### src/rtl/pe_pkg.sv
// Shared constants and FSM state type for the PE operand feeder.
package pe_pkg;
  localparam int BIT_W       = 8;
  localparam int CH          = 2;
  localparam int WIN_ELEMS   = 9;
  localparam int KER_ELEMS   = CH * WIN_ELEMS;
  localparam int PE_IMAGE_W  = KER_ELEMS * BIT_W;
  localparam int PE_KERNEL_W = PE_IMAGE_W;

  typedef enum logic [1:0] {
    S_KER,
    S_STREAM,
    S_DRAIN
  } state_t;
endpackage

### src/rtl/pe_line_buf.sv
// Two-row line buffer for one channel; returns the column {row r-2, row r-1, row r} at col.
module pe_line_buf
  import pe_pkg::*;
#(
  parameter int IMG_W = 8
) (
  input  logic                     clk,
  input  logic                     wr_en,
  input  logic [$clog2(IMG_W)-1:0] col,
  input  logic [BIT_W-1:0]         pix,
  output logic [3*BIT_W-1:0]       column
);

  logic [BIT_W-1:0] row_old [IMG_W];
  logic [BIT_W-1:0] row_mid [IMG_W];

  always_ff @(posedge clk) begin
    if (wr_en) begin
      row_old[col] <= row_mid[col];
      row_mid[col] <= pix;
    end
  end

  assign column = {row_old[col], row_mid[col], pix};

endmodule

### src/rtl/pe_window_feeder.sv
// Kernel loader, 3x3x2 window builder and output register feeding the PE operand buses.
module pe_window_feeder
  import pe_pkg::*;
#(
  parameter int IMG_W = 8,
  parameter int IMG_H = 8
) (
  input  logic                   i_clk,
  input  logic                   i_rst,
  input  logic                   i_ker_valid,
  input  logic [BIT_W-1:0]       i_ker_data,
  output logic                   o_ker_ready,
  input  logic                   i_pix_valid,
  input  logic [CH*BIT_W-1:0]    i_pix_data,
  output logic                   o_pix_ready,
  output logic                   o_win_valid,
  input  logic                   i_win_ready,
  output logic [PE_IMAGE_W-1:0]  o_pe_image,
  output logic [PE_KERNEL_W-1:0] o_pe_kernel,
  output logic                   o_win_last,
  output logic                   o_frame_done
);

  localparam int CW = $clog2(IMG_W);
  localparam int RW = $clog2(IMG_H);
  localparam int KW = $clog2(KER_ELEMS);

  state_t                           state;
  logic [CW-1:0]                    col;
  logic [RW-1:0]                    row;
  logic [KW-1:0]                    ker_cnt;
  logic [PE_KERNEL_W-1:0]           ker;
  // Ascending packed ranges put ch0 r0c0 in the most significant byte.
  logic [0:CH-1][0:2][0:2][BIT_W-1:0] win, win_next;
  logic [CH-1:0][3*BIT_W-1:0]       column;
  logic pix_fire, ker_fire, win_fire, last_col, last_row, emit;

  assign o_ker_ready = (state == S_KER);
  assign o_pix_ready = (state == S_STREAM) && (!o_win_valid || i_win_ready);
  assign o_pe_kernel = ker;

  assign ker_fire = i_ker_valid && o_ker_ready;
  assign pix_fire = i_pix_valid && o_pix_ready;
  assign win_fire = o_win_valid && i_win_ready;
  assign last_col = (col == CW'(IMG_W - 1));
  assign last_row = (row == RW'(IMG_H - 1));
  assign emit     = pix_fire && (row >= RW'(2)) && (col >= CW'(2));

  for (genvar g = 0; g < CH; g++) begin : g_ch
    pe_line_buf #(.IMG_W(IMG_W)) u_line_buf (
      .clk    (i_clk),
      .wr_en  (pix_fire),
      .col    (col),
      .pix    (i_pix_data[(CH-1-g)*BIT_W +: BIT_W]),
      .column (column[g])
    );
    for (genvar r = 0; r < 3; r++) begin : g_row
      assign win_next[g][r] = {win[g][r][1], win[g][r][2], column[g][(2-r)*BIT_W +: BIT_W]};
    end
  end

  always_ff @(posedge i_clk) begin
    if (pix_fire) win <= win_next;
  end

  always_ff @(posedge i_clk) begin
    if (i_rst) begin
      state        <= S_KER;
      row          <= '0;
      col          <= '0;
      ker_cnt      <= '0;
      ker          <= '0;
      o_win_valid  <= 1'b0;
      o_win_last   <= 1'b0;
      o_frame_done <= 1'b0;
      o_pe_image   <= '0;
    end else begin
      o_frame_done <= 1'b0;
      unique case (state)
        S_KER: begin
          if (ker_fire) begin
            ker <= {ker[PE_KERNEL_W-BIT_W-1:0], i_ker_data};
            if (ker_cnt == KW'(KER_ELEMS - 1)) begin
              ker_cnt <= '0;
              state   <= S_STREAM;
            end else begin
              ker_cnt <= ker_cnt + 1'b1;
            end
          end
        end
        S_STREAM: begin
          if (pix_fire) begin
            if (last_col) begin
              col <= '0;
              row <= last_row ? '0 : row + 1'b1;
            end else begin
              col <= col + 1'b1;
            end
            if (last_col && last_row) state <= S_DRAIN;
          end
        end
        S_DRAIN: begin
          if (win_fire && o_win_last) begin
            state        <= S_KER;
            o_frame_done <= 1'b1;
          end
        end
        default: state <= S_KER;
      endcase
      // A new window wins over the handshake so back-to-back windows keep full throughput.
      if (emit) begin
        o_pe_image  <= win_next;
        o_win_valid <= 1'b1;
        o_win_last  <= last_col && last_row;
      end else if (win_fire) begin
        o_win_valid <= 1'b0;
        o_win_last  <= 1'b0;
      end
    end
  end

endmodule

### config.mk
export PLATFORM = sky130hd
export DESIGN_NAME = pe_window_feeder
export DESIGN_NICKNAME = d
export VERILOG_FILES = /design/src/rtl/pe_pkg.sv /design/src/rtl/pe_line_buf.sv /design/src/rtl/pe_window_feeder.sv
export SDC_FILE = /design/constraint.sdc
export NUM_CORES = 1
export LEC_CHECK = 0
export BUFFER_PORTS_ARGS = -buffer_cell sky130_fd_sc_hd__buf_2
export CAP_MARGIN = 40
export CELL_PAD_IN_SITES_DETAIL_PLACEMENT = 1
export CELL_PAD_IN_SITES_GLOBAL_PLACEMENT = 1
export CORE_UTILIZATION = 50
export DETAILED_ROUTE_END_ITERATION = 7
export MAX_ROUTING_LAYER = met4
export PLACE_DENSITY_LB_ADDON = 0.05
export SETUP_SLACK_MARGIN = 0.05
export SLEW_MARGIN = 20
export SYNTH_ARGS = -nofsm -noshare
export SYNTH_HDL_FRONTEND = slang
export SYNTH_SLANG_ARGS = --single-unit
### constraint.sdc
create_clock -name i_clk -period 17 [get_ports i_clk]
set_input_delay 0.85 -clock i_clk [delete_from_list [all_inputs] [get_ports i_clk]]
set_output_delay 0.85 -clock i_clk [all_outputs]
set_load 0.05 [all_outputs]
## After elaboration in Yosys (flattened, before gate mapping)

Memory sizes are Yosys's and may differ from the RTL's. A register that Yosys moved wholly into a read port is not among the register bits.
Index checks and enable logic that the tools add are counted.

- Flip-flop bits (word level): 400
- Bits in writable memories: 256
- Memories kept: 4

- Equal/unequal tests: 10
- Bitwise gates (word level): 1
- Reductions and logical operators: 17
- Magnitude comparators: 2
- Add/subtract/negate cells: 3
- Mux-type cells: 23

Memory list:

| memory | words | bits a word | rd ports | clocked after memory_dff | wr ports | RTL line | RTL |
|---|---|---|---|---|---|---|---|
| g_ch[0].u_line_buf.row_mid | 8 | 8 | 1 | 1 | 1 | pe_line_buf.sv:15 | `logic [BIT_W-1:0] row_mid [IMG_W];` |
| g_ch[0].u_line_buf.row_old | 8 | 8 | 1 | 1 | 1 | pe_line_buf.sv:14 | `logic [BIT_W-1:0] row_old [IMG_W];` |
| g_ch[1].u_line_buf.row_mid | 8 | 8 | 1 | 1 | 1 | pe_line_buf.sv:15 |  |
| g_ch[1].u_line_buf.row_old | 8 | 8 | 1 | 1 | 1 | pe_line_buf.sv:14 |  |

Operators with widths:

| cell | number |
|---|---|
| 3-bit two-way mux | 10 |
| 2-bit two-way mux | 5 |
| 1-bit logical AND | 8 |
| 3-bit by 1-bit adder with 3-bit output, second input constant | 2 |
| 3-bit equality test, second input constant | 2 |
| 3-bit by 2-bit greater-or-equal comparator with 1-bit output, second input constant | 2 |
| 1-bit two-way mux | 6 |
| 2-bit by 1-bit != test with 1-bit output, second input constant | 3 |
| 2-bit case mux with 3 select lines | 1 |
| 5-bit by 1-bit adder with 5-bit output, second input constant | 1 |
| 5-bit equality test, second input constant | 1 |
| 5-bit two-way mux | 1 |
| 5-bit AND reduction | 1 |
| 2-bit != test, second input constant | 2 |
| 2-bit AND reduction | 2 |
| 3-bit AND reduction | 1 |
| 2-bit by 1-bit equality test with 1-bit output, second input constant | 1 |
| 2-bit equality test, second input constant | 1 |
| 2-bit zero test | 1 |
| 2-bit nonzero test | 1 |
| 2-bit OR reduction | 1 |
| 1-bit zero test | 1 |
| 1-bit logical OR | 1 |
| 1-bit NOT | 1 |

## Longest topological paths before layout

Gate-level depths: netlist of run 1.

- Depth after elaboration: 7
- Depth in mapped cells: 8

## Cells and area by module

Synthesis of run 1 repeated with hierarchy kept, for this count alone.

- Cell total of the unflattened synthesis: 1896
- Area, all modules: 25156.6 sq um

By module, submodules not included:

| module | cells an instance | area each (sq um) | instances |
|---|---|---|---|
| pe_window_feeder | 1436 | 15092.0 | 1 |
| pe_line_buf | 230 | 5032.3 | 2 |

## Least setup slack after synthesis of run 1

No wires, ideal clock.

- Kind: input to register
- From: in i_win_ready
- To: mem g_ch[0].u_line_buf.row_mid[4][0] (enable)
- Data required time: 16.539 ns
- Path slack: 10.518 ns
- Stages: 6
- Arrival: 6.021 ns
- Cell sequence: nand2b_1 > clkbuf_1 > nand3_1 > inv_1 > nand2_1 > nor3_1

- Word-level cells in the longest chain between the ends: 5

RTL lines:

| element | RTL line | RTL |
|---|---|---|
| start, declared | pe_window_feeder.sv:17 | `input logic i_win_ready,` |
| 1-bit logical OR | pe_window_feeder.sv:39 | `assign o_pix_ready = (state == S_STREAM) && (!o_win_valid \|\| i_win_ready);` |
| 1-bit logical AND | pe_window_feeder.sv:39 |  |
| 1-bit logical AND | pe_window_feeder.sv:43 | `assign pix_fire = i_pix_valid && o_pix_ready;` |
| via g_ch[0].u_line_buf.wr_en | pe_line_buf.sv:8 | `input logic wr_en,` |
| 1-bit two-way mux | pe_line_buf.sv:18 | `if (wr_en) begin` |
| 1-bit two-way mux (implied by the code) | pe_line_buf.sv:20 | `row_mid[col] <= pix;` |
| end, declared | pe_line_buf.sv:15 |  |

The timed path passes the listed nets, and every way through them passes these cells.

## Final worst setup path of run 1

- From: reg state[0]
- To: mem g_ch[1].u_line_buf.row_mid[5][3] (enable)

- Word-level cells in the longest chain between the ends: 5

RTL lines:

| element | RTL line | RTL |
|---|---|---|
| start, declared | pe_window_feeder.sv:28 | `state_t state;` |
| start signal, assigned | pe_window_feeder.sv:68 | `state <= S_KER;` |
| start signal, assigned | pe_window_feeder.sv:85 | `state <= S_STREAM;` |
| start signal, assigned | pe_window_feeder.sv:99 | `if (last_col && last_row) state <= S_DRAIN;` |
| 2-bit by 1-bit equality test with 1-bit output | pe_window_feeder.sv:39 |  |
| 1-bit logical AND | pe_window_feeder.sv:39 |  |
| 1-bit logical AND | pe_window_feeder.sv:43 |  |
| via g_ch[0].u_line_buf.wr_en | pe_line_buf.sv:8 |  |
| 1-bit two-way mux | pe_line_buf.sv:18 |  |
| 1-bit two-way mux (implied by the code) | pe_line_buf.sv:20 |  |
| end, declared | pe_line_buf.sv:15 |  |

The timed path passes the listed nets, and every way through them passes these cells.

==> results of run 1 <==
==> per-stage QoR <==
| step | std cells | setup WS, ns | util [%] | area [um^2] |
|---|---|---|---|---|
| floorplan | 1813 | 10.52 | - | 23100 |
| global placement | 2635 | 13.00 | 55.3 | 25200 |
| detailed placement | 2642 | 13.02 | 55.7 | 25300 |
| CTS | 2766 | 13.22 | 60.5 | 27500 |
| global route | 2768 | 13.03 | 60.6 | 27600 |
| finish | 2768 | 13.23 | 60.6 | 27600 |
==> registers in the layout, indices dropped and copies added, names as in the netlist, 3 cells and up, named ones only <==
register                 cells
g_ch.u_line_buf.row_old    128
o_pe_kernel                144
win                         96
o_pe_image                 144
ker_cnt                      5
g_ch.u_line_buf.row_mid    128
row                          3
col                          3
==> per-layer routing <==
layer	vias to the layer above	share of wire, %
met5	-	0
met3	80	4.8
met2	354	49
li1	6952	-
met1	7414	45
met4	0	1.7
==> area by class of cell <==
type                       count  area, um^2
inverter                       2        10.0
timing repair buffer         347        1980
multi-input combinational   1036        5930
sequential                   659       16700
clock buffer                  96        1940
tap                          600         751
fill                        4595       17900
clock inverter                28         231
==> synth_stat cells <==
cell type	instances	share of area (%)
dfxtp_1	307	27
nand3_1	5	0.11
nand4_1	6	0.16
o22a_1	1	0.038
or3_1	2	0.054
xor2_1	3	0.11
or3b_1	1	0.038
nor2_1	74	1.2
edfxtp_1	352	46
nor4_1	1	0.027
a21oi_1	266	5.8
buf_6	7	0.34
and2_1	2	0.054
xnor2_1	1	0.038
mux4_2	64	6.2
clkbuf_1	59	0.96
nand2_1	525	8.5
buf_1	12	0.19
a211oi_1	1	0.032
mux2_2	32	1.6
nor3_1	36	0.78
nor2b_1	1	0.027
nand2b_1	4	0.11
inv_1	2	0.032
buf_4	7	0.23
and4_1	1	0.038
clkbuf_2	1	0.022
ha_1	6	0.32
buf_2	30	0.65
nand3b_1	2	0.065
nor4b_1	1	0.038
nor3b_2	1	0.054
==> report_power, final <==
| part | switching (W) | internal, W |
|---|---|---|
| Clock | 0.000600 | 0.000844 |
| Sequential | 0.00000227 | 0.00167 |
| Combinational | 0.0000401 | 0.00000908 |
| Total | 0.000643 | 0.00252 |
==> cells in the final DEF (no fill, tap or decap), drive strengths merged, types with 2 or more instances in the layout <==
cell,count
a21oi,266
and2,2
buf,347
bufinv,3
clkbuf,96
clkinv,20
dfxtp,307
edfxtp,352
ha,6
inv,6
mux2,32
mux4,64
nand2,525
nand2b,4
nand3,5
nand3b,2
nand4,6
nor2,74
nor3,36
or3,2
xor2,3
==> logic make-up (layout without fill, tap and decap cells) <==
logic type / after synthesis / in the layout / share of synthesized area [%]
AO/OA/AOI/OAI: 268 / 268 / 5.82
multiplexers: 96 / 96 / 7.79
buffers and inverters: 118 / 473 / 2.42
adder cells (fa/ha/maj): 6 / 6 / 0.324
XOR/XNOR: 4 / 4 / 0.151
AND/OR/NAND/NOR: 662 / 662 / 11.3
flip-flops: 659 / 659 / 72.2
==> how the worst min path moves through the flow <==
stage                  start       end
global route        win[101]  win[109]
floorplan            win[96]  win[104]
CTS                 win[101]  win[109]
global placement      win[1]    win[9]
finish               win[77]   win[85]
detailed placement  win[101]  win[109]
==> qor.csv, run 1 <==
stage,metric,value,unit
status,status,finished clean,
power_and_ir_drop,pwr/cell area,115,nW/um^2
routing,drt pass-1 iters,4,
global_routing,initial antenna violation count,0,
logic_synthesis,Cell variety after synth,32,
timing,final setup fails,0,
floorplan,chip height,217,um
global_routing,met1 GRT Util,32.7,%
timing,RSZ-0062 raised after global routing,false,
clock_tree,"Reg clk slew, reported paths",0.06,ns
finish,P&R area growth vs syn,19.1,%
routing,via count,14800,
logic_synthesis,Syn Inst Count,1813,
placed_design,DP HPWL,34500,um
setup_path,worst-path maximum fanout,50,
setup_path,Worst R2R Start,state[0],
setup_path,WP buf/inv,2,
finish,share of cells above drive strength 1,25.6,%
floorplan,DIE AREA,47200,um^2
global_routing,global-route wire length before repair,86600,um
setup_path,Worst Reg2Reg Path Length in Cells,6,
power_and_ir_drop,total power,0.00316,W
timing,worst hold slack,0.448,ns
power_and_ir_drop,Leak,9.89,nW
finish,"Net count, final",2149,
routing,Via-to-Cell Ratio,5.35,
timing,Fin. Hold Viols,0,
clock_tree,Post-CTS Setup Repair Bufs,0,
clock_tree,total CTS buffers,68,
setup_path,CP Launch Type,flop,
hold_path,Hold Path Stages,0,
setup_path,CP cell instances,nor2b_1 > nand3_1 > inv_4 > nand2_1 > nor2_4 > buf_16,
global_routing,vias in the first global route,15100,
logic_synthesis,total number of yosys warnings,0,
setup_path,CP Data Arrival Time,4.06,ns
logic_synthesis,post-synthesis sequential area ratio,72.2,%
setup_path,number of cells on the critical path,6,
finish,n_diodes,0,
floorplan,core area,45500,um^2
timing,max-slew violation count,0,
clock_tree,clk sinks,659,
setup_path,CP required,17.30,ns
timing,fmax,266,MHz
global_routing,Top Usage Layer GRT,met2,
logic_synthesis,Yosys reg bits,659,
floorplan,Top Ports,322,
setup_path,worst setup path startpoint,state[0],
setup_path,R2R setup slack,13.23,ns
timing,Least-Margin Pin Slew,0.857,ns
clock_tree,hold buffer count at cts,0,
timing,setup_tns,0,ns
logic_synthesis,"Avg Cell Area, Syn",12.8,um^2
setup_path,Crit path largest cell delay,0.70,ns
clock_tree,CTS tree,yes,
setup_path,Crit Path Category,reg2reg,
hold_path,hold crit path type,reg2reg,
floorplan,# rows,78,
global_routing,GR Layer Usage met2,39.4,%
clock_tree,post-cts sizing count,0,
setup_path,Crit path max-delay family,simple AND/OR/NAND/NOR gates,
power_and_ir_drop,worst vdd ir,126,uV
global_routing,GR Overflow Total,0,
global_routing,GRT Resource Usage Total,24.7,%
global_routing,largest net degree at the start of global routing,131,
routing,Routed Antenna Nets,0,
clock_tree,Worst-Skew Late Latency,0.60,ns
placed_design,gpl congestion,0.792,
setup_path,nature of the critical path endpoint,flop,
global_routing,met3 Usage GRT,4.67,%
logic_synthesis,"Cell Area, Synth",23100,um^2
clock_tree,CTS max path bufs,3,
clock_tree,H-Tree Depth,3,
routing,DRT iter0 DRCs,978,
routing,routed wire length,56700,um
setup_path,worst setup path endpoint,g_ch[1].u_line_buf.row_mid[5][3],
clock_tree,CTS root buf,clkbuf_16,
run,Max Cap Viol,0,
timing,Tmin final,3.77,ns
timing,Rel. slew slack,42.9,%
timing,Final Cycle Share,22.2,%
placed_design,input/output buffers,321,
timing,Fin Clk Skew,0.0149,ns
setup_path,slowest cell on the critical path,nor2_4,
routing,post-DR wirelength/cell,20.5,um
routing,DR DRC count,0,
setup_path,reg2reg end,g_ch[1].u_line_buf.row_mid[5][3],
logic_synthesis,Synthesized Nets,1848,
floorplan,die width,217,um
floorplan,Starting Density,50.9,%
No activity file was read; power rests on OpenSTA's default activity.
==> run 2: changes to the inputs <==
--- a/config.mk
+++ b/config.mk
@@ -9,7 +9,7 @@
 export CAP_MARGIN = 40
 export CELL_PAD_IN_SITES_DETAIL_PLACEMENT = 1
 export CELL_PAD_IN_SITES_GLOBAL_PLACEMENT = 1
-export CORE_UTILIZATION = 50
+export CORE_UTILIZATION = 42
 export DETAILED_ROUTE_END_ITERATION = 7
 export MAX_ROUTING_LAYER = met4
 export PLACE_DENSITY_LB_ADDON = 0.05
==> constraint.sdc (replaced) <==
create_clock -name i_clk -period 3.4 [get_ports i_clk]
set_input_delay 0.17 -clock i_clk [delete_from_list [all_inputs] [get_ports i_clk]]
set_output_delay 0.17 -clock i_clk [all_outputs]
set_load 0.05 [all_outputs]
==> qor.csv, run 2 (same netlist as run 1, synthesis figures left out) <==
stage,metric,value,unit
timing,final setup fails,0,
global_routing,largest net degree at the start of global routing,145,
setup_path,worst-path maximum fanout,25,
routing,post-DR wirelength/cell,20.1,um
placed_design,gpl congestion,0.808,
status,status,finished clean,
floorplan,die width,237,um
timing,RSZ-0062 raised after global routing,false,
timing,Fin Clk Skew,0.0179,ns
timing,Fin. Hold Viols,0,
finish,n_diodes,0,
clock_tree,post-cts sizing count,0,
timing,Final Cycle Share,74.7,%
timing,Least-Margin Pin Slew,0.892,ns
timing,final worst slack,0.861,ns
setup_path,worst setup path endpoint,g_ch[1].u_line_buf.row_mid[4][6],
placed_design,Post-Place Cells,2741,
clock_tree,H-Tree Depth,3,
clock_tree,"Reg clk slew, reported paths",0.06,ns
clock_tree,total CTS buffers,70,
floorplan,Top Ports,322,
global_routing,GRT Resource Usage Total,21.5,%
timing,Tmin final,2.54,ns
setup_path,Crit Path Category,reg2reg,
setup_path,Worst Reg2Reg Path Length in Cells,6,
placed_design,DP HPWL,36000,um
timing,max-slew violation count,0,
finish,P&R area growth vs syn,21.8,%
timing,worst hold slack,0.126,ns
setup_path,worst setup path startpoint,state[0],
finish,"Design Area, Final",28200,um^2
finish,"most common cell after layout, fill and taps aside",nand2_1,
setup_path,R2R setup slack,0.86,ns
placed_design,Setup WS pre-CTS,0.815,ns
clock_tree,CTS root buf,clkbuf_16,
power_and_ir_drop,total power,0.0164,W
finish,Non-Filler Instances,2896,
global_routing,GR Overflow Total,0,
placed_design,input/output buffers,321,
run,Max Cap Viol,0,
setup_path,CP Launch Type,flop,
floorplan,Starting Density,42.8,%
global_routing,vias in the first global route,15300,
clock_tree,Worst-Skew Late Latency,0.60,ns
routing,routed wire length,58200,um
floorplan,core area,54100,um^2
routing,Via-to-Cell Ratio,5.12,
routing,DR DRC count,0,
routing,DRT iter0 DRCs,720,
timing,Rel. slew slack,40.5,%
floorplan,DIE AREA,56000,um^2
clock_tree,Post-CTS Setup Repair Bufs,0,
clock_tree,CTS tree,yes,
global_routing,initial antenna violation count,0,
global_routing,global-route wire length before repair,90100,um
routing,via count,14800,
setup_path,Worst R2R Start,state[0],
timing,fmax,394,MHz
setup_path,CP Data Arrival Time,2.78,ns
finish,most frequent cells in the layout,"nand2_1 (524), edfxtp_1 (352), buf_2 (320)",
hold_path,hold crit path type,in2reg,
floorplan,chip height,237,um
hold_path,Hold Path Stages,4,
routing,drt pass-1 iters,4,
floorplan,# rows,85,
routing,Routed Antenna Nets,0,
clock_tree,CTS max path bufs,3,
power_and_ir_drop,worst vdd ir,423,uV
power_and_ir_drop,pwr/cell area,583,nW/um^2
placed_design,placed cell area,25600,um^2
finish,share of cells above drive strength 1,25.9,%
clock_tree,clk sinks,659,
finish,"Net count, final",2178,
power_and_ir_drop,Leak,10.1,nW
setup_path,nature of the critical path endpoint,flop,
setup_path,reg2reg end,g_ch[1].u_line_buf.row_mid[4][6],
setup_path,CP required,3.64,ns
## run 2: changes by cell type in the layout (fill, tap and decap cells not counted), sizes merged
cell / before / now
dlygate4sd3: 0 / 26
bufinv: 3 / 9
inv: 6 / 4
buf: 347 / 348
clkbuf: 96 / 95
clkinv: 20 / 21
clkinvlp: 1 / 2
## run 2: routing by layer
metal / track usage [%] / vias to the layer above / share of wire [%]
met1: 28.1 / 7492 / 45
met5: - / - / 0
met4: 5.31 / 0 / 1.8
met2: 34.2 / 267 / 48
li1: - / 7008 / -
met3: 4.66 / 70 / 4.5
## run 2: final cells by class
cell class / count / area [um^2]
clock buffer: 95 / 1960
tap: 696 / 871
timing repair buffer: 374 / 2240
fill: 5567 / 25900
inverter: 2 / 11.3
clock inverter: 34 / 414
multi-input combinational: 1036 / 5970
sequential: 659 / 16700
## run 2: critical path, cell delays in order, from the launching register on
cell and delay, ns:
dfxtp_2 0.38, nor2b_1 0.47, nand3_4 0.25, clkinvlp_4 0.17
nand2_1 0.23, nor3_4 0.27, buf_4 0.41
## run 2: worst min path at each step
stage                                                  end  slack [ns]           from
final                                           ker_cnt[1]        0.13    i_ker_valid
after global placement                      o_pe_kernel[7]        0.41  i_ker_data[7]
after global routing                            ker_cnt[0]        0.16    i_ker_valid
after CTS                                       ker_cnt[1]        0.09    i_ker_valid
after floorplan           g_ch[0].u_line_buf.row_mid[0][0]        0.27  i_pix_data[8]
after detailed placement                    o_pe_kernel[7]        0.42  i_ker_data[7]
## run 2: repair_timing
action | 4_1_cts | 5_1_grt
hold buffers | 26 | 0
hold endpoints to repair | 172 | 0
setup endpoints to repair | 0 | 0
## run 2: report_power, final
group	switching, W	leakage [nW]	internal [W]
clock network	0.00308	1.17	0.00474
logic	0.000209	3.29	0.0000645
registers	0.0000111	5.64	0.00834
total	0.00330	10.1	0.0131
## run 2: metrics by stage
step           TNS, ns  util (%)
2_1_floorplan   -15.38         -
3_3_place_gp         0      47.1
3_5_place_dp         0      47.2
4_1_cts              0      52.1
5_1_grt              0      52.1
6_report             0      52.1
